===== config.mk =====
export PLATFORM = sky130hd
export DESIGN_NAME = wb_commit_sequencer_flat
export DESIGN_NICKNAME = d
export VERILOG_FILES = /design/src/rtl/wb_commit_sequencer_if.sv /design/src/rtl/wb_commit_sequencer.sv /design/src/flat_wrapper.sv
export SDC_FILE = /design/constraint.sdc
export NUM_CORES = 1
export LEC_CHECK = 0
export ABC_AREA = 1
export BUFFER_PORTS_ARGS = -buffer_cell sky130_fd_sc_hd__buf_2
export CORE_ASPECT_RATIO = 1.5
export CORE_MARGIN = 8
export CORE_UTILIZATION = 50
export CTS_CLUSTER_DIAMETER = 100
export DETAILED_ROUTE_END_ITERATION = 8
export PLACE_DENSITY_LB_ADDON = 0.08
export SLEW_MARGIN = 5
export SYNTH_ARGS = -nofsm -noshare
export SYNTH_HDL_FRONTEND = slang
export SYNTH_SLANG_ARGS = --single-unit

===== constraint.sdc =====
create_clock -name clk -period 6.9 [get_ports clk]
set_input_delay 0.345 -clock clk [delete_from_list [all_inputs] [get_ports clk]]
set_output_delay 0.345 -clock clk [all_outputs]
set_load 0.01 [all_outputs]

===== src/rtl/wb_commit_sequencer_if.sv =====
// Retire-bundle / GPR write-port bundle for wb_commit_sequencer.
// The slave modport is the sequencer itself; master is the memory-stage / observer side.
interface wb_commit_sequencer_if;
   logic        s1_valid;
   logic [31:0] s1_pc;
   logic [4:0]  s1_dst;
   logic [31:0] s1_value;
   logic        s1_wen;
   logic        s1_exc;
   logic        s1_mtc0;
   logic        s2_valid;
   logic [31:0] s2_pc;
   logic [4:0]  s2_dst;
   logic [31:0] s2_value;
   logic        s2_wen;
   logic        s2_exc;
   logic        s2_mtc0;
   logic        in_ready;
   logic [31:0] w_pc;
   logic [4:0]  w_reg;
   logic [31:0] w_value;
   logic [3:0]  w_enable;
   logic        w_valid;
   logic [2:0]  occupancy;

   modport master (
      output s1_valid, s1_pc, s1_dst, s1_value, s1_wen, s1_exc, s1_mtc0,
      output s2_valid, s2_pc, s2_dst, s2_value, s2_wen, s2_exc, s2_mtc0,
      input  in_ready, w_pc, w_reg, w_value, w_enable, w_valid, occupancy
   );

   modport slave (
      input  s1_valid, s1_pc, s1_dst, s1_value, s1_wen, s1_exc, s1_mtc0,
      input  s2_valid, s2_pc, s2_dst, s2_value, s2_wen, s2_exc, s2_mtc0,
      output in_ready, w_pc, w_reg, w_value, w_enable, w_valid, occupancy
   );
endinterface


===== src/rtl/wb_commit_sequencer.sv =====
// Serialises two-wide retire bundles onto the single GPR write port through a commit FIFO.
// Optional WB_COMMIT_BYPASS_EN: first record of a bundle into an empty FIFO is presented at once.
module wb_commit_sequencer #(
   parameter int unsigned DEPTH = 4
) (
   input logic                   clk,
   input logic                   reset,
   wb_commit_sequencer_if.slave  bus
);
   localparam int unsigned PtrW     = $clog2(DEPTH);
   // Two free entries are needed so a full bundle never lands on the entry being read.
   localparam logic [2:0]  ReadyMax = 3'(DEPTH - 2);

   typedef struct packed {
      logic [31:0] pc;
      logic [4:0]  dst;
      logic [31:0] value;
      logic        we;
   } rec_t;

   rec_t            mem_q [DEPTH];
   logic [PtrW-1:0] rd_ptr_q, rd_ptr_d;
   logic [PtrW-1:0] wr_ptr_q, wr_ptr_d;
   logic [2:0]      count_q, count_d;
   rec_t            rec1, rec2, push_a, push_b, out_rec;
   logic [1:0]      n_push;
   logic            pop, fire, out_valid;

`ifdef WB_COMMIT_BYPASS_EN
   // Blocks bypass on the first cycle after reset so nothing is presented then.
   logic suppress_q;

   always_ff @(posedge clk) begin
      suppress_q <= reset;
   end
`endif

   assign rec1 = '{pc: bus.s1_pc, dst: bus.s1_dst, value: bus.s1_value,
                   we: bus.s1_wen && !bus.s1_exc && !bus.s1_mtc0 && (bus.s1_dst != 5'd0)};
   assign rec2 = '{pc: bus.s2_pc, dst: bus.s2_dst, value: bus.s2_value,
                   we: bus.s2_wen && !bus.s2_exc && !bus.s2_mtc0 && (bus.s2_dst != 5'd0)};

   assign bus.in_ready = (count_q <= ReadyMax);
   assign fire         = bus.in_ready && !reset && (bus.s1_valid || bus.s2_valid);

   always_comb begin
      push_a    = rec1;
      push_b    = rec2;
      n_push    = 2'd0;
      pop       = (count_q != 3'd0) && !reset;
      out_rec   = mem_q[rd_ptr_q];
      out_valid = pop;
      if (fire) begin
         if (bus.s1_valid && bus.s2_valid) begin
            n_push = 2'd2;
         end else begin
            n_push = 2'd1;
            if (!bus.s1_valid) push_a = rec2;
         end
      end
`ifdef WB_COMMIT_BYPASS_EN
      // Oldest record of the bundle goes straight out; the other (if any) is stored.
      if (fire && (count_q == 3'd0) && !suppress_q) begin
         out_rec   = push_a;
         out_valid = 1'b1;
         push_a    = push_b;
         n_push    = n_push - 2'd1;
      end
`endif
      rd_ptr_d = rd_ptr_q + PtrW'(pop);
      wr_ptr_d = wr_ptr_q + PtrW'(n_push);
      count_d  = count_q + 3'(n_push) - 3'(pop);
   end

   always_ff @(posedge clk) begin
      if (reset) begin
         rd_ptr_q <= '0;
         wr_ptr_q <= '0;
         count_q  <= '0;
      end else begin
         rd_ptr_q <= rd_ptr_d;
         wr_ptr_q <= wr_ptr_d;
         count_q  <= count_d;
      end
   end

   // Payload storage needs no reset; occupancy qualifies every read.
   always_ff @(posedge clk) begin
      if (n_push != 2'd0) mem_q[wr_ptr_q] <= push_a;
      if (n_push == 2'd2) mem_q[wr_ptr_q + PtrW'(1)] <= push_b;
   end

   assign bus.w_valid   = out_valid;
   assign bus.w_pc      = out_valid ? out_rec.pc : 32'd0;
   assign bus.w_reg     = out_valid ? out_rec.dst : 5'd0;
   assign bus.w_value   = out_valid ? out_rec.value : 32'd0;
   assign bus.w_enable  = {4{out_valid && out_rec.we}};
   assign bus.occupancy = count_q;
endmodule

===== src/flat_wrapper.sv =====
// flat-port wrapper written by rule: the top's interface ports become plain ports
module wb_commit_sequencer_flat 
#(
   parameter int unsigned DEPTH = 4
)
  (clk, reset, bus_s1_valid, bus_s1_pc, bus_s1_dst, bus_s1_value, bus_s1_wen, bus_s1_exc, bus_s1_mtc0, bus_s2_valid, bus_s2_pc, bus_s2_dst, bus_s2_value, bus_s2_wen, bus_s2_exc, bus_s2_mtc0, bus_in_ready, bus_w_pc, bus_w_reg, bus_w_value, bus_w_enable, bus_w_valid, bus_occupancy);
  wb_commit_sequencer_if bus_i ();
  input logic clk;
  input logic reset;
  input wire logic [$bits(bus_i.s1_valid)-1:0] bus_s1_valid;
  input wire logic [$bits(bus_i.s1_pc)-1:0] bus_s1_pc;
  input wire logic [$bits(bus_i.s1_dst)-1:0] bus_s1_dst;
  input wire logic [$bits(bus_i.s1_value)-1:0] bus_s1_value;
  input wire logic [$bits(bus_i.s1_wen)-1:0] bus_s1_wen;
  input wire logic [$bits(bus_i.s1_exc)-1:0] bus_s1_exc;
  input wire logic [$bits(bus_i.s1_mtc0)-1:0] bus_s1_mtc0;
  input wire logic [$bits(bus_i.s2_valid)-1:0] bus_s2_valid;
  input wire logic [$bits(bus_i.s2_pc)-1:0] bus_s2_pc;
  input wire logic [$bits(bus_i.s2_dst)-1:0] bus_s2_dst;
  input wire logic [$bits(bus_i.s2_value)-1:0] bus_s2_value;
  input wire logic [$bits(bus_i.s2_wen)-1:0] bus_s2_wen;
  input wire logic [$bits(bus_i.s2_exc)-1:0] bus_s2_exc;
  input wire logic [$bits(bus_i.s2_mtc0)-1:0] bus_s2_mtc0;
  output wire logic [$bits(bus_i.in_ready)-1:0] bus_in_ready;
  output wire logic [$bits(bus_i.w_pc)-1:0] bus_w_pc;
  output wire logic [$bits(bus_i.w_reg)-1:0] bus_w_reg;
  output wire logic [$bits(bus_i.w_value)-1:0] bus_w_value;
  output wire logic [$bits(bus_i.w_enable)-1:0] bus_w_enable;
  output wire logic [$bits(bus_i.w_valid)-1:0] bus_w_valid;
  output wire logic [$bits(bus_i.occupancy)-1:0] bus_occupancy;
  assign bus_i.s1_valid = bus_s1_valid;
  assign bus_i.s1_pc = bus_s1_pc;
  assign bus_i.s1_dst = bus_s1_dst;
  assign bus_i.s1_value = bus_s1_value;
  assign bus_i.s1_wen = bus_s1_wen;
  assign bus_i.s1_exc = bus_s1_exc;
  assign bus_i.s1_mtc0 = bus_s1_mtc0;
  assign bus_i.s2_valid = bus_s2_valid;
  assign bus_i.s2_pc = bus_s2_pc;
  assign bus_i.s2_dst = bus_s2_dst;
  assign bus_i.s2_value = bus_s2_value;
  assign bus_i.s2_wen = bus_s2_wen;
  assign bus_i.s2_exc = bus_s2_exc;
  assign bus_i.s2_mtc0 = bus_s2_mtc0;
  assign bus_in_ready = bus_i.in_ready;
  assign bus_w_pc = bus_i.w_pc;
  assign bus_w_reg = bus_i.w_reg;
  assign bus_w_value = bus_i.w_value;
  assign bus_w_enable = bus_i.w_enable;
  assign bus_w_valid = bus_i.w_valid;
  assign bus_occupancy = bus_i.occupancy;
  wb_commit_sequencer #(.DEPTH(DEPTH)) u_core (.clk(clk), .reset(reset), .bus(bus_i));
endmodule

==> reports/metrics.yaml, run 1 <==
outcome: "finished clean"
r2r_cells: 6
die_area_um2: 37200
first_iter_violations: 1080
path_delay_family: "simple AND/OR/NAND/NOR gates"
synthCells: 2038
cellPowerDensity_nw_per_um2: 320
crit_chain: "a21oi_1 > nand2_1 > nor2_4 > nand3_4 > nand2_4 > buf_4"
worst_hold_path.num_cells: 2
synth_sequential_area_ratio_pct: 54.9
cp-end-kind: "flip-flop"
period_minus_slack_ns: 3.87
buffers_inserted_during_post_cts_setup_optimization: 0
placementRows: 79
critPathMaxFanout: 71
clk_path_buf_depth: 3
worstSkewPairLatency_ns: 0.58
worst-slew-pin-transition_ns: 1.21
remaining_overflow_grt: 0
drt-vias-per-instance: 5.37
synth_commonest_cells: "sky130_fd_sc_hd__nand2_1 (1,064), sky130_fd_sc_hd__nor2_1 (296), sky130_fd_sc_hd__edfxtp_1 (280), sky130_fd_sc_hd__o21ai_0 (142), sky130_fd_sc_hd__a21oi_1 (72)"
drive_above_1_share_pct: 13.9
static-leakage-power_nw: 8.29
finish.utilization_pct: 58.2
num_antenna_cells: 0
die_width_um: 160
fp.coreArea_um2: 30800
yosys_register_bits: 287
timing.critical_path.required_ns: 7.12
cp.buffers_inverters: 1
finalCritPeriodShare_pct: 56.0
max_cap_viol_count: 0
die-height_um: 232
route.vias.total: 14000
synthMostInstantiatedCell: "sky130_fd_sc_hd__nand2_1"
detail_route.first_pass.iterations: 8
grt_first_pass_wirelength_um: 75400
rsz0062_at_grt: "no"
htree_levels: 1
ant_nets: 0
crit_slowest_cell: "sky130_fd_sc_hd__nand2_4"
post-route-drc-count: 0
finalMaxSlewViolations: 0
synth_fp_nets: 2192
initial_antenna_violation_count: 0
synth_area_per_cell_um2: 7.64
numCtsBuffers: 30
finClkSkew_ns: 0.0204
timing.setup.tns_ns: 0
fin_nets: 2336
clkSlewWorstSetupHoldPaths_ns: 0.07
setup_viol_count_final: 0
numPlacedInstances: 2555
fillers: 2855
timing.fmax_ghz: 0.259
dominantRegCellSynth: "sky130_fd_sc_hd__edfxtp_1"
synthTopCellsByArea: "sky130_fd_sc_hd__edfxtp_1 (54%), sky130_fd_sc_hd__nand2_1 (26%), sky130_fd_sc_hd__nor2_1 (7.1%)"
buffer_cell_driving_the_clock_tree_root: "sky130_fd_sc_hd__clkbuf_16"
fin_total_pwr_w: 0.00574
critical_path.max_stage_delay_ns: 0.92
async_reset_ff_share_pct: 0
synthDominantAreaCellType: "sky130_fd_sc_hd__edfxtp_1"
synth.distinct_cells: 23
synthDominantCellAreaShare_pct: 54.0
tritoncts: "done"
finalNonFillerCells: 2611
cts_hold_repair.buffers: 0
cts_sinks: 287
crit_path_start_kind: "flip-flop"
maximum_number_of_pins_on_one_net_before_global_route_repair: 89
wl_per_cell_um: 18.4
min_path_type: "input pin to flip-flop"
post-dp-hpwl_um: 27200
floorplan.initialDensity_pct: 50.5
syn-cell-area_um2: 15600
worst-endpoint-arrival_ns: 4.08
finalWeightedCongestion: 0.818
first_global_vias: 14300
timing.final.hold_violations: 0
worst_hold_slack_ns: 0.0160
cts_resized: 0
vdd_ir_drop_max_mv: 0.203
ios: 226
io_buffer_count: 225
synth_edf_count: 280
relative_max_transition_margin_pct: 19.5
grtUsageTotal_pct: 25.3
wirelength_um: 48100
yosysWarningCount: 0
flow.area_growth_from_synthesis_pct: 15.2
timing.critical_path.depth: 6
worstSetupPathType: "flip-flop to flip-flop"
## worst paths after layout
path                                           endpoint  slack [ns]                    start
worst max-delay path                u_core.mem_q[0][14]        3.03  u_core.bus.occupancy[2]
worst min-delay path                 u_core.rd_ptr_q[0]        0.02                    reset
worst max register to register      u_core.mem_q[0][14]        3.03  u_core.bus.occupancy[2]
worst min register to register  u_core.bus.occupancy[2]        0.70  u_core.bus.occupancy[2]
## routing by layer
metal | share of wire (%) | routed length (um) | track usage [%]
met1 | 38 | 18400 | 29.1
met2 | 52 | 25000 | 46.8
met3 | 7.4 | 3540 | 3.71
met4 | 2.4 | 1160 | 8.90
met5 | 0 | 0 | 0
## cells by family after synthesis
group	count (synthesis)	share of synthesized area, %
simple gates	1372	33.3
compound gates	215	6.92
xor+xnor	3	0.169
fa+ha+maj	6	0.530
flops	287	54.9
buf+inv	155	4.18
## state kept, by name (all words and copies together) (netlist names)
signal / cells
u_core.bus.occupancy: 3
u_core.wr_ptr_q: 2
u_core.rd_ptr_q: 2
u_core.mem_q: 280
## placed cells by master, fill, tap and decap left out, drive strengths merged
cell,n
fa,1
xor2,1
ha,5
nand3,3
o31ai,1
inv,28
nor3b,2
xnor2,2
edfxtp,280
nor2,299
clkinv,14
a21oi,72
buf,240
o21ai,142
bufinv,7
nand2,1067
dfxtp,7
nand3b,1
clkbuf,34
## area by class of cell
class,instances,area [um2],area share (%)
flip-flops and latches,287,8560,47.7
inverters,27,104,0.579
clock buffers,34,787,4.39
multi-input cells,1596,6460,36.0
well taps,405,507,2.83
clock inverters,22,287,1.60
repair buffers,240,1240,6.91
## through the flow
stage	setup slack, ns	instance area, um2
final	3.03	17900
after global routing	2.72	17900
after CTS	2.96	17900
after detailed placement	3.00	16900
after global placement	3.02	16900
after floorplan	0.443	15600
## power breakdown
| group | switching (W) | internal [W] | leakage, nW |
|---|---|---|---|
| Sequential | 0.000112 | 0.00218 | 2.62 |
| Combinational | 0.00118 | 0.000491 | 5.14 |
| Clock | 0.000708 | 0.00108 | 0.529 |
Power figures use the tool's default switching activity.
==> run 2: changes to the inputs <==
==> constraint.sdc (replaced) <==
create_clock -name clk -period 3.3 [get_ports clk]
set_input_delay 0.165 -clock clk [delete_from_list [all_inputs] [get_ports clk]]
set_output_delay 0.165 -clock clk [all_outputs]
set_load 0.01 [all_outputs]
==> run 2 against run 1 <==
Effect of this change: worst setup slack lost 2.6 ns; cell count increased by 3.3%; routed wire length rose by 3.9%; worst hold slack improved by 0.049 ns; highest routed layer unchanged; largest power group unchanged; sequential power increased by 100%; die area is the same; clock skew decreased by 0.013 ns.
==> reports/metrics.yaml, run 2 (synthesis gave the netlist of run 1 again) <==
outcome: "finished clean"
wirelength_um: 49900  # +3.9%
critPathMaxFanout: 33  # -54%
period_minus_slack_ns: 2.86
worst_hold_slack_ns: 0.0653  # +0.0493 ns
grt_first_pass_wirelength_um: 77300  # +2.6%
grt.met2_usage_pct: 46.1  # -0.68 points
largest_reg_flops: 280  # unchanged
static-leakage-power_nw: 8.61  # +3.9%
cts_resized: 0  # unchanged
io_buffer_count: 225  # unchanged
fp.coreArea_um2: 30800  # unchanged
vdd_ir_drop_max_mv: 0.540  # +170%
maximum_number_of_pins_on_one_net_before_global_route_repair: 142  # +60%
first_global_vias: 14200  # -0.73%
timing.fmax_ghz: 0.350
die_area_um2: 37200  # unchanged
cp-end-kind: "output port"
die_width_um: 160  # unchanged
worstSkewPairLatency_ns: 0.55  # -0.03 ns
cellPowerDensity_nw_per_um2: 615  # +92%
timing.critical_path.required_ns: 3.13  # -3.99 ns
fillers: 2724  # -4.6%
max_cap_viol_count: 0  # unchanged
stdcell_area_um2: 18700  # +4.4%
first_iter_violations: 1365  # +26%
ios: 226  # unchanged
met3_usage_pct: 3.85  # +0.14 points
worst-slew-pin-transition_ns: 1.04  # -0.164 ns
min_path_type: "input pin to flip-flop"
place_area_um2: 17200  # +1.9%
initial_antenna_violation_count: 1  # +1
finalWeightedCongestion: 0.820  # +0.23%
remaining_overflow_grt: 0  # unchanged
rsz0062_at_grt: "no"
grt_util_met1_pct: 32.3  # +3.1 points
drt-vias-per-instance: 5.36  # -0.19%
numCtsBuffers: 29  # -3.3%
relative_max_transition_margin_pct: 30.5  # +11 points
fin_nets: 2425  # +3.8%
grtUsageTotal_pct: 26.2  # +0.90 points
post-dp-hpwl_um: 28600  # +5.2%
regMostFlops: "u_core.mem_q"
clk_path_buf_depth: 3  # unchanged
drive_above_1_share_pct: 13.8  # -0.078 points
htree_levels: 1  # unchanged
post-route-drc-count: 0  # unchanged
timing.final.hold_violations: 0  # unchanged
reg2reg_setup_slack_ns: 0.63  # -2.40 ns
route.vias.total: 14500  # +3.1%
worstSetupPathType: "flip-flop to output port"
flow.area_growth_from_synthesis_pct: 20.2
timing.setup.tns_ns: 0  # unchanged
setup_viol_count_final: 0  # unchanged
final_cell_mix: "sky130_fd_sc_hd__nand2_1 (1,061), sky130_fd_sc_hd__nor2_1 (296), sky130_fd_sc_hd__edfxtp_1 (280), sky130_fd_sc_hd__buf_2 (225), sky130_fd_sc_hd__o21ai_0 (141)"
ant_nets: 0  # unchanged
die-height_um: 232  # unchanged
tritoncts: "done"
floorplan.initialDensity_pct: 50.5  # unchanged
detail_route.first_pass.iterations: 5  # -3
global_route.peak_usage_layer: "met2"
layout.cells.most_common: "sky130_fd_sc_hd__nand2_1"
finClkSkew_ns: 0.00780  # -0.0126 ns
worst-endpoint-arrival_ns: 2.69  # -1.39 ns
crit_path_start_kind: "flip-flop"
clkSlewWorstSetupHoldPaths_ns: 0.06  # about the same
cts_sinks: 287  # unchanged
wl_per_cell_um: 18.5  # +0.56%
finish.utilization_pct: 60.7  # +2.6 points
buffer_cell_driving_the_clock_tree_root: "sky130_fd_sc_hd__clkbuf_16"
placementRows: 79  # unchanged
finalCritPeriodShare_pct: 86.5
finalMaxSlewViolations: 0  # unchanged
[run 2: worst max-delay path: stages (launching register included)]
cell and delay (ns):
sky130_fd_sc_hd__dfxtp_4 0.66, sky130_fd_sc_hd__inv_2 0.40, sky130_fd_sc_hd__buf_12 0.29, sky130_fd_sc_hd__nor2_1 0.11, sky130_fd_sc_hd__o21ai_0 0.09, sky130_fd_sc_hd__a21oi_1 0.35
sky130_fd_sc_hd__buf_2 0.21
[run 2: what timing repair did]
item                      in CTS  in global routing
hold buffers                  70                  0
buffers inserted               0                  0
hold endpoints to repair     275                  0
[run 2: worst paths after layout]
kind,from,endpoint,cells past startpoint
setup / recovery,u_core.rd_ptr_q[1],bus_w_enable[0],6
hold / removal,bus_s1_value[6],u_core.mem_q[2][7],5
setup reg to reg,u_core.bus.occupancy[1],u_core.mem_q[3][20],6
hold reg to reg,u_core.bus.occupancy[2],u_core.bus.occupancy[2],2
[run 2: per-layer routing]
layer	part of all wire, %	wire length (um)
met1	39	19500
met2	50	24700
met3	8.9	4430
met4	2.5	1270
met5	0	0
[run 2: metrics by stage]
step                power, W  setup slack [ns]  cells
finish                0.0115             0.445   2697
detailed placement   0.00848             0.673   2575
global placement     0.00839             0.813   2575
CTS                   0.0116             0.457   2696
global route          0.0122             0.327   2697
floorplan            0.00704            0.0633   2038
[run 2: cell type report]
class                      instances  area (um2)  share of cell area (%)
sequential                       287        8560                    45.7
multi-input combinational       1596        6460                    34.5
timing repair buffer             330        2250                    12.0
clock buffer                      34         744                    3.98
tap                              405         507                    2.71
inverter                          27         104                   0.555
clock inverter                    17         101                   0.541
antenna                            1        2.50                  0.0134
[run 2: power by group]
part | switching [W] | internal (W)
clock network | 0.00137 | 0.00168
registers | 0.000141 | 0.00455
logic | 0.00260 | 0.00117
total | 0.00411 | 0.00740
==> run 3: changes to the inputs <==
--- a/config.mk
+++ b/config.mk
@@ -12,6 +12,7 @@
 export CORE_UTILIZATION = 50
 export CTS_CLUSTER_DIAMETER = 100
 export DETAILED_ROUTE_END_ITERATION = 8
+export HOLD_SLACK_MARGIN = 0.1
 export PLACE_DENSITY_LB_ADDON = 0.08
 export SLEW_MARGIN = 5
 export SYNTH_ARGS = -nofsm -noshare
==> run 3 against run 2 <==
Effect of this change: cell count grew 4.0%; non-clock buffer count up 108; clock skew grew 0.00085 ns; core utilization grew 3.5 points; largest cell class unchanged; via count rose by 4.2%; sequential power about the same; global-route usage up 0.68 points; sequential share of layout area shrank 2.5 points.
==> reports/metrics.yaml, run 3 (synthesis gave the netlist of run 1 again) <==
route.vias.total: 15100  # +4.2%
relative_max_transition_margin_pct: 30.8  # +0.35 points
largest_reg_flops: 280  # unchanged
floorplan.initialDensity_pct: 50.5  # unchanged
stdcell_area_um2: 19800  # +5.8%
finalWeightedCongestion: 0.820  # unchanged
cp-end-kind: "flip-flop"
cts_sinks: 287  # unchanged
first_global_vias: 14900  # +4.7%
fin_ws_ns: 0.196  # -0.249 ns
power_switching_share_pct: 35.6  # -0.13 points
placementRows: 79  # unchanged
period_minus_slack_ns: 3.10  # +0.249 ns
vdd_ir_drop_max_mv: 0.546  # +1.2%
worstSetupPathType: "flip-flop to flip-flop"
clk_path_buf_depth: 3  # unchanged
fp.coreArea_um2: 30800  # unchanged
power.sequential.fraction_pct: 39.9  # -0.8 points
finalCritPeriodShare_pct: 94.1  # +7.5 points
finClkSkew_ns: 0.00865  # +0.000849 ns
p_switching_w: 0.00418  # +1.7%
drive_above_1_share_pct: 13.2  # -0.62 points
tritoncts: "done"
setup_viol_count_final: 0  # unchanged
grtUsageTotal_pct: 26.9  # +0.68 points
wirelength_um: 51500  # +3.1%
worstReg2RegStart: "u_core.bus.occupancy[1]"
clockPowerShare_pct: 26.1  # -0.4 points
regMostFlops: "u_core.mem_q"
hold_path.startpoint: "bus_s1_dst[2]"
cellPowerDensity_nw_per_um2: 593  # -3.5%
min_path_type: "input pin to flip-flop"
outcome: "finished clean"
finalMaxSlewViolations: 0  # unchanged
numCtsBuffers: 29  # unchanged
timing.final.hold_violations: 0  # unchanged
timing.critical_path.required_ns: 3.59  # +0.46 ns
grt_first_pass_wirelength_um: 79500  # +2.8%
rsz0062_at_grt: "no"
max_cap_viol_count: 0  # unchanged
place_area_um2: 17200  # unchanged
initial_antenna_violation_count: 1  # unchanged
die_width_um: 160  # unchanged
die-height_um: 232  # unchanged
fin_nets: 2533  # +4.5%
post-route-drc-count: 0  # unchanged
ios: 226  # unchanged
die_area_um2: 37200  # unchanged
htree_levels: 1  # unchanged
io_buffer_count: 225  # unchanged
timing.setup.tns_ns: 0  # unchanged
comb_power_share_pct: 34.0  # +1.2 points
crit_path_start_kind: "flip-flop"
wl_per_cell_um: 18.3  # -0.91%
worst_hold_path.num_cells: 5  # unchanged
static-leakage-power_nw: 9.07  # +5.3%
post-dp-hpwl_um: 28600  # unchanged
maximum_number_of_pins_on_one_net_before_global_route_repair: 142  # unchanged
r2r-end: "u_core.mem_q[3][41]"
r2r_cells: 8  # +2
ant_nets: 0  # unchanged
cell_internal_power_w: 0.00756  # +2.3%
critPathMaxFanout: 43  # +30%
worst-endpoint-arrival_ns: 3.40  # +0.71 ns
remaining_overflow_grt: 0  # unchanged
flow.area_growth_from_synthesis_pct: 27.2
layout.cells.most_common: "sky130_fd_sc_hd__nand2_1"
preCtsSetupSlack_ns: 0.673  # unchanged
drt-vias-per-instance: 5.37  # +0.19%
worst-slew-pin-transition_ns: 1.04  # -0.00522 ns
worstSkewPairLatency_ns: 0.55  # about the same
buffer_cell_driving_the_clock_tree_root: "sky130_fd_sc_hd__clkbuf_16"
first_iter_violations: 1566  # +15%
clkSlewWorstSetupHoldPaths_ns: 0.06  # about the same
timing.fmax_ghz: 0.322  # -8.0%
hold_end: "u_core.mem_q[2][35]"
final_cell_mix: "sky130_fd_sc_hd__nand2_1 (1,061), sky130_fd_sc_hd__nor2_1 (296), sky130_fd_sc_hd__edfxtp_1 (280), sky130_fd_sc_hd__buf_2 (225), sky130_fd_sc_hd__dlygate4sd3_1 (178)"
reg2reg_setup_slack_ns: 0.20  # -0.43 ns
detail_route.first_pass.iterations: 6  # +1
## run 3: how the worst max path moves through the flow
| stage | to | startpoint | slack (ns) | cells past startpoint |
|---|---|---|---|---|
| 2_1_floorplan | u_core.mem_q[3][0] | u_core.bus.occupancy[1] | 0.06 | 3 |
| 3_3_place_gp | u_core.mem_q[3][16] | u_core.bus.occupancy[1] | 0.81 | 6 |
| 3_5_place_dp | u_core.mem_q[3][16] | u_core.bus.occupancy[1] | 0.67 | 8 |
| 4_1_cts | u_core.mem_q[3][41] | u_core.bus.occupancy[1] | 0.13 | 9 |
| 5_1_grt | u_core.mem_q[3][3] | u_core.bus.occupancy[1] | 0.07 | 8 |
| 6_report | u_core.mem_q[3][41] | u_core.bus.occupancy[1] | 0.20 | 8 |
## run 3: worst max-delay path, cell delays in order (launching register included)
cell and delay [ns]:
sky130_fd_sc_hd__dfxtp_1 0.35, sky130_fd_sc_hd__a21oi_1 0.26, sky130_fd_sc_hd__nand2_1 0.30, sky130_fd_sc_hd__nor2_4 0.35
sky130_fd_sc_hd__nand2_4 0.34, sky130_fd_sc_hd__buf_4 0.45, sky130_fd_sc_hd__nand2_1 0.14, sky130_fd_sc_hd__nand2_1 0.06
sky130_fd_sc_hd__dlygate4sd3_1 0.56
## run 3: stage by stage
step	total power (W)	utilization [%]	instances	hold WS [ns]
finish	0.0117	64.2	2805	0.117
global route	0.0124	64.2	2805	0.135
CTS	0.0118	64.2	2804	0.102
detailed placement	0.00848	55.7	2575	0.436
global placement	0.00839	55.7	2575	0.435
floorplan	0.00704	-	2038	0.351
## run 3: layout make-up
type	instances	area (um2)
Multi-Input combinational cell	1596	6460
Timing Repair Buffer	438	3330
Fill cell	2617	11000
Antenna cell	1	2.50
Tap cell	405	507
Inverter	27	106
Clock buffer	34	744
Clock inverter	17	101
Sequential cell	287	8560
## run 3: layer usage
layer	up-vias	share of wire (%)	wire, um	global-route usage [%]
met5	-	0	0	0
met4	0	3.0	1550	10.4
met3	91	7.9	4080	4.03
met2	703	50	25600	47.2
met1	7072	39	20200	32.7
li1	7196	-	-	-
## run 3: repair_timing
| action | in CTS | in global routing |
|---|---|---|
| buffers inserted | 0 | 0 |
| resized for setup | 0 | 2 |
| hold buffers | 178 | 0 |
| endpoints found under the hold margin | 283 | 0 |
| endpoints found under the setup margin | 0 | 13 |
## run 3: power groups by stage
stage / logic, W / registers [W] / clock network, W
finish: 0.00399 / 0.00469 / 0.00307
global route: 0.00443 / 0.00472 / 0.00323
global placement: 0.00364 / 0.00475 / 0
CTS: 0.00399 / 0.00468 / 0.00308
detailed placement: 0.00372 / 0.00476 / 0
floorplan: 0.00234 / 0.00471 / 0
